==> config.mk <==
export PLATFORM = sky130hd
export DESIGN_NAME = apb_slave_regfile_flat
export DESIGN_NICKNAME = d
export VERILOG_FILES = /design/src/rtl/apb_slave_regfile_if.sv /design/src/rtl/apb_slave_regfile.sv /design/src/flat_wrapper.sv
export SDC_FILE = /design/constraint.sdc
export NUM_CORES = 1
export LEC_CHECK = 0
export BUFFER_PORTS_ARGS = -buffer_cell sky130_fd_sc_hd__buf_2
export CORE_UTILIZATION = 55
export DETAILED_ROUTE_END_ITERATION = 8
export GPL_ROUTABILITY_DRIVEN = 0
export GPL_TIMING_DRIVEN = 0
export PLACE_DENSITY = 0.72
export SETUP_SLACK_MARGIN = 0.5
export SLEW_MARGIN = 0
export SYNTH_ARGS = -nofsm -noshare
export SYNTH_HDL_FRONTEND = slang
export SYNTH_SLANG_ARGS = --single-unit
==> constraint.sdc <==
create_clock -name Hclk -period 5.2 [get_ports Hclk]
set_input_delay 1.04 -clock Hclk [delete_from_list [all_inputs] [get_ports Hclk]]
set_output_delay 1.04 -clock Hclk [all_outputs]
set_load 0.05 [all_outputs]
==> src/rtl/apb_slave_regfile_if.sv <==
// APB bus bundle between the bridge (master) and the register-file responder (slave).
interface apb_slave_regfile_if;
    logic        Psel;
    logic        Penable;
    logic        Pwrite;
    logic [31:0] Paddr;
    logic [31:0] Pwdata;
    logic [31:0] Prdata;
    logic        Pready;
    logic        Pslverr;

    modport master (
        output Psel, Penable, Pwrite, Paddr, Pwdata,
        input  Prdata, Pready, Pslverr
    );

    modport slave (
        input  Psel, Penable, Pwrite, Paddr, Pwdata,
        output Prdata, Pready, Pslverr
    );
endinterface

==> src/rtl/apb_slave_regfile.sv <==
// APB register-file responder: DEPTH-1 read/write words plus a read-only
// completed-transfer counter in the top word, with programmable wait states.
module apb_slave_regfile #(
    parameter int unsigned DEPTH       = 16,
    parameter logic [31:0] BASE_ADDR   = 32'h0000_0000,
    parameter int unsigned WAIT_STATES = 0
) (
    input  logic                  Hclk,
    input  logic                  Hreset,
    apb_slave_regfile_if.slave    apb
);
    localparam int unsigned AW      = $clog2(DEPTH);
    localparam int unsigned WW      = 4;
    localparam logic [AW-1:0] CNT_IDX = AW'(DEPTH - 1);

    typedef enum logic {
        S_IDLE,
        S_ACCESS
    } state_t;

    state_t        r_state;
    logic [31:0]   r_mem [DEPTH];
    logic [31:0]   r_xfer_cnt;
    logic [WW-1:0] r_wait;
    logic [AW-1:0] r_idx;
    logic          r_write;
    logic          r_err;
    logic [31:0]   r_prdata;
    logic          r_pready;
    logic          r_pslverr;

    logic [AW-1:0] w_idx;
    logic          w_in_range;
    logic          w_err;
    logic          w_setup;
    logic [31:0]   w_rd_word;

    // Setup-phase decode of the incoming address
    assign w_idx      = apb.Paddr[AW+1:2];
    assign w_in_range = (apb.Paddr[31:AW+2] == BASE_ADDR[31:AW+2]);
    assign w_err      = !w_in_range || (apb.Paddr[1:0] != 2'b00) ||
                        (apb.Pwrite && (w_idx == CNT_IDX));
    assign w_setup    = apb.Psel && !apb.Penable;
    assign w_rd_word  = (w_idx == CNT_IDX) ? r_xfer_cnt : r_mem[w_idx];

    // Pready/Pslverr are precomputed one edge ahead so they come straight from flops
    always_ff @(posedge Hclk) begin
        if (Hreset) begin
            r_state    <= S_IDLE;
            for (int i = 0; i < DEPTH; i++) r_mem[i] <= '0;
            r_xfer_cnt <= '0;
            r_wait     <= '0;
            r_idx      <= '0;
            r_write    <= 1'b0;
            r_err      <= 1'b0;
            r_prdata   <= '0;
            r_pready   <= 1'b0;
            r_pslverr  <= 1'b0;
        end else begin
            case (r_state)
                S_IDLE: begin
                    if (w_setup) begin
                        r_state   <= S_ACCESS;
                        r_write   <= apb.Pwrite;
                        r_idx     <= w_idx;
                        r_err     <= w_err;
                        r_wait    <= WW'(WAIT_STATES);
                        r_pready  <= (WAIT_STATES == 0);
                        r_pslverr <= (WAIT_STATES == 0) && w_err;
                        r_prdata  <= (!apb.Pwrite && !w_err) ? w_rd_word : '0;
                    end
                end
                S_ACCESS: begin
                    if (!apb.Psel) begin
                        r_state   <= S_IDLE;
                        r_prdata  <= '0;
                        r_pready  <= 1'b0;
                        r_pslverr <= 1'b0;
                    end else if (r_pready) begin
                        if (r_write && !r_err) r_mem[r_idx] <= apb.Pwdata;
                        r_xfer_cnt <= r_xfer_cnt + 32'd1;
                        r_state    <= S_IDLE;
                        r_prdata   <= '0;
                        r_pready   <= 1'b0;
                        r_pslverr  <= 1'b0;
                    end else begin
                        r_wait    <= r_wait - WW'(1);
                        r_pready  <= (r_wait == WW'(1));
                        r_pslverr <= (r_wait == WW'(1)) && r_err;
                    end
                end
                default: r_state <= S_IDLE;
            endcase
        end
    end

    assign apb.Prdata  = r_prdata;
    assign apb.Pready  = r_pready;
    assign apb.Pslverr = r_pslverr;
endmodule

==> src/flat_wrapper.sv <==
// flat-port wrapper written by rule: the top's interface ports become plain ports
module apb_slave_regfile_flat 
#(
    parameter int unsigned DEPTH       = 16,
    parameter logic [31:0] BASE_ADDR   = 32'h0000_0000,
    parameter int unsigned WAIT_STATES = 0
)
  (Hclk, Hreset, apb_Psel, apb_Penable, apb_Pwrite, apb_Paddr, apb_Pwdata, apb_Prdata, apb_Pready, apb_Pslverr);
  apb_slave_regfile_if apb_i ();
  input  logic Hclk;
  input  logic Hreset;
  input wire logic [$bits(apb_i.Psel)-1:0] apb_Psel;
  input wire logic [$bits(apb_i.Penable)-1:0] apb_Penable;
  input wire logic [$bits(apb_i.Pwrite)-1:0] apb_Pwrite;
  input wire logic [$bits(apb_i.Paddr)-1:0] apb_Paddr;
  input wire logic [$bits(apb_i.Pwdata)-1:0] apb_Pwdata;
  output wire logic [$bits(apb_i.Prdata)-1:0] apb_Prdata;
  output wire logic [$bits(apb_i.Pready)-1:0] apb_Pready;
  output wire logic [$bits(apb_i.Pslverr)-1:0] apb_Pslverr;
  assign apb_i.Psel = apb_Psel;
  assign apb_i.Penable = apb_Penable;
  assign apb_i.Pwrite = apb_Pwrite;
  assign apb_i.Paddr = apb_Paddr;
  assign apb_i.Pwdata = apb_Pwdata;
  assign apb_Prdata = apb_i.Prdata;
  assign apb_Pready = apb_i.Pready;
  assign apb_Pslverr = apb_i.Pslverr;
  apb_slave_regfile #(.DEPTH(DEPTH), .BASE_ADDR(BASE_ADDR), .WAIT_STATES(WAIT_STATES)) u_core (.Hclk(Hclk), .Hreset(Hreset), .apb(apb_i));
endmodule
Yosys cells after proc, flatten, opt, wreduce, memory -nomap -nowiden
Memory sizes are Yosys's and may differ from the RTL's.
Cells that the tools add are included.
{"block": "totals", "out_inout_bits": 34, "wordCells": 71, "mem_count": 1, "ram_bits": 512, "regBits": 77}
{"name": "u_core.r_mem", "words": 16, "width": 32, "rd": 1, "rd_clocked_by_memory_dff": 0, "wr": 16, "line": "apb_slave_regfile.sv:22", "source": "logic [31:0] r_mem [DEPTH];"}
{"block": "classes", "n_addsub": 2, "n_eq_ne": 6, "reduce_logical": 19, "bitwise_logic": 1, "mux": 33}
{"cell": "2-to-1 mux 32 bit", "n": 6}
{"cell": "one-hot mux 32 bit (2 select lines)", "n": 1}
{"cell": "adder 32 x 1 -> 32 bit, second input constant", "n": 1}
{"cell": "OR reduction 32 bit", "n": 1}
{"cell": "logical NOT 26 bit", "n": 1}
{"cell": "2-to-1 mux 1 bit", "n": 18}
{"cell": "2-to-1 mux 4 bit", "n": 4}
{"cell": "one-hot mux 4 bit (2 select lines)", "n": 1}
{"cell": "one-hot mux 1 bit (2 select lines)", "n": 3}
{"cell": "AND reduction 3 bit", "n": 2}
{"cell": "logical AND 1 bit", "n": 5}
{"cell": "logical NOT 1 bit", "n": 5}
{"cell": "== test 4 x 1 -> 1 bit, second input constant", "n": 1}
{"cell": "== test 4 bit, second input constant", "n": 1}
{"cell": "inequality test 2 bit, second input constant", "n": 2}
{"cell": "AND reduction 2 bit", "n": 2}
{"cell": "subtractor 4 x 1 -> 4 bit, second input constant", "n": 1}
{"cell": "inequality test 3 bit, second input constant", "n": 1}
{"cell": "logical OR 1 bit", "n": 2}
{"cell": "inequality test 2 x 1 -> 1 bit, second input constant", "n": 1}
{"cell": "nonzero test 2 bit", "n": 1}
{"cell": "NOT 1 bit", "n": 1}

Longest topological paths before layout
{"block": "depth", "word_depth": 10, "depth_mapped": 8}

Worst setup path after synthesis
Ideal clock, no wire load.
{"block": "synth_path", "kind": "input -> register", "start": "input port Hreset", "end": "memory u_core.r_mem[1][0] (enable)", "path_stages": 4, "slack_ns": 2.396, "required_time_ns": 4.825, "path_buffers": 0, "t_arrival_ns": 2.430, "setup_ns": 0.375, "cell_sequence": "nor3b_1 -> nand4b_1 -> nor3_1 -> or2_2"}
{"item": "start: declaration", "line": "flat_wrapper.sv:11", "source": "input logic Hreset;"}
{"item": "end: declaration", "line": "apb_slave_regfile.sv:22"}

==> metrics.cfg <==
[timing]
hold_viol=0
relSlewSlack_pct=8.10
fin_skew_ns=0.0246
period_share_pct=72.8
rsz0062_at_grt=false
tightest_slew_ns=1.38
period_needed_ns=3.79
fmax_mhz=264
slew_violations=0
tns_ns=0
setup_viol=0

[finish]
area_growth_pct=12.1
nNetsFinal=2203
drive_gt1_share_pct=13.7

[route]
vias=17400
routed_wl_um=73900
drt-initial-drc-count=1871
drtAntennaViolNets=0
firstDrtPassIters=5
wl_per_cell_um=26.4
vias_per_cell=6.21
drc=0

[yosys]
yosysWarnings=0
synth_top_area_share_pct=57.5
ys_ff_latch=589
synth_ff_type=edfxtp_1
synth-edff-count=512
synth_common_cells=and2_1 (513), edfxtp_1 (512), clkbuf_1 (153)
avgSynthCellArea_um2=13.6
ys_types=51
synth_fp_nets=2042
synthArstFlopShare_pct=0
syn_area_um2=26700
yosysTopAreaCell=edfxtp_1
synth-seq-area-share_pct=63.2
synth_area_leaders=edfxtp_1 (57%), and2_1 (12%), dfxtp_1 (5.8%)
synth.most_common_cell=and2_1
synthCells=1970

[status]
status=finished clean

[worst_hold_path]
hold_path.startpoint=u_core.apb.Prdata[28]
hold_class=flop to flop

[clocking]
post_cts_buffers=0
clock_latency_ns=0.62
cts-resized-gates=0
clkTransAtPathRegs_ns=0.06
htree_levels=2
cts_hold_buf=0
cts_tree=done
cts.sinks=589
cts_buffer_depth=3
numCtsBuffers=60
clockRootBuffer=clkbuf_16

[pwr]
fin_total_pwr_mw=10.3
p_leak_nw=11.0
ir_drop_mv=0.235
p_per_area_nw_per_um2=343

[die]
fp-row-count=80
die_h_um=223
die_w_um=223
start_util_pct=55.9
fp.dieArea_um2=49500
ios=103
core_um2=47800

[grt]
grt_pass1_wl_um=109000
overflow=0
grt_usage_pct=30.2
grt_max_degree=33
antenna_found_initial=1
first_global_vias=17300

[worst_setup_path]
cp.arrival_ns=4.02
path_max_fanout=32
cp.required_ns=5.43
reg2reg_from=u_core.r_write
crit_start=Hreset
path_class=input pin to flop
cp-end-kind=flop
start_kind=input pin

[place]
dp_hpwl_um=48800
portBuffers=99

[job]
maxCapViolCount=0

-- metrics by stage --
stage	hold slack [ns]	setup slack, ns	area, um^2	std cells	util (%)
after floorplan	0.432	2.40	26700	1970	-
after CTS	0.456	1.55	30000	2795	62.7
final	0.449	1.41	30000	2796	62.7
after global placement	0.434	1.03	28000	2684	58.5
after global routing	0.486	1.29	30000	2795	62.7
after detailed placement	0.441	0.883	28000	2684	58.5
-- power breakdown --
part	internal [mW]	switching (mW)	total, mW
logic	0.199	0.431	0.630
clock network	2.53	1.82	4.34
registers	5.26	0.0433	5.31
-- area by class of cell --
class | count | area [um^2]
flip-flops and latches | 589 | 16900
multi-input cells | 1196 | 9100
clock inverters | 34 | 283
inverters | 10 | 37.5
fillers | 3607 | 17900
well taps | 615 | 769
plain buffers | 175 | 693
clock buffers | 77 | 1690
diodes | 1 | 2.50
repair buffers | 99 | 495
-- cells in the final DEF (no fill, tap or decap), types with 13 or more instances in the layout --
cell       synthesis  routed
a211oi_1          33      33
a21oi_1           59      59
a22oi_1           64      64
and2_1           513     513
buf_2             17     116
clkbuf_1         153     162
clkbuf_16          0      64
clkinv_1           0      14
clkinv_2           0      13
dfxtp_1           77      77
edfxtp_1         512     512
mux2i_1          129     129
mux4_2            64      64
nand2_1           55      55
nor2_1            30      30
nor2b_1           37      37
o2111ai_1         32      32
o31ai_1           44      44
or2_2             19      19
-- kinds of logic after synthesis --
| kind of cell | after synthesis | synth area share, % |
|---|---|---|
| xor gates and xnor gates | 9 | 0.295 |
| muxes | 196 | 10.3 |
| and+or+nand+nor | 741 | 16.8 |
| adders and majority gates | 3 | 0.140 |
| DFF | 589 | 63.2 |
| buffers and inverters | 185 | 2.73 |
| AOI/OAI and AO/OA | 247 | 6.48 |
-- critical path, cell delays in order --
cell	delay, ns
buf_2	0.13
nor3b_1	0.72
nand4b_1	0.30
nor3_1	0.86
or2_2	0.93
-- per-layer routing --
metal	routed length (um)	global-route usage (%)
met1	28200	38.9
met2	35400	49.5
met3	7850	7.18
met4	2470	11.8
met5	11	0
-- state kept, by name (all words and copies together) (netlist names) --
name,cells
u_core.r_xfer_cnt,32
u_core.apb.Prdata,32
u_core.r_wait,4
u_core.apb.Pready,1
u_core.r_mem,512
u_core.apb.Pslverr,1
u_core.r_err,1
u_core.r_write,1
u_core.r_idx,4
u_core.r_state,1
-- final timing paths --
path,to,slack (ns),depth (start not counted)
hold reg to reg,u_core.apb.Prdata[28],0.45,2
hold / removal,u_core.apb.Prdata[28],0.45,2
setup / recovery,u_core.r_mem[2][20],1.41,5
setup reg to reg,u_core.r_mem[2][20],1.63,4
Power figures use the tool's default switching activity.
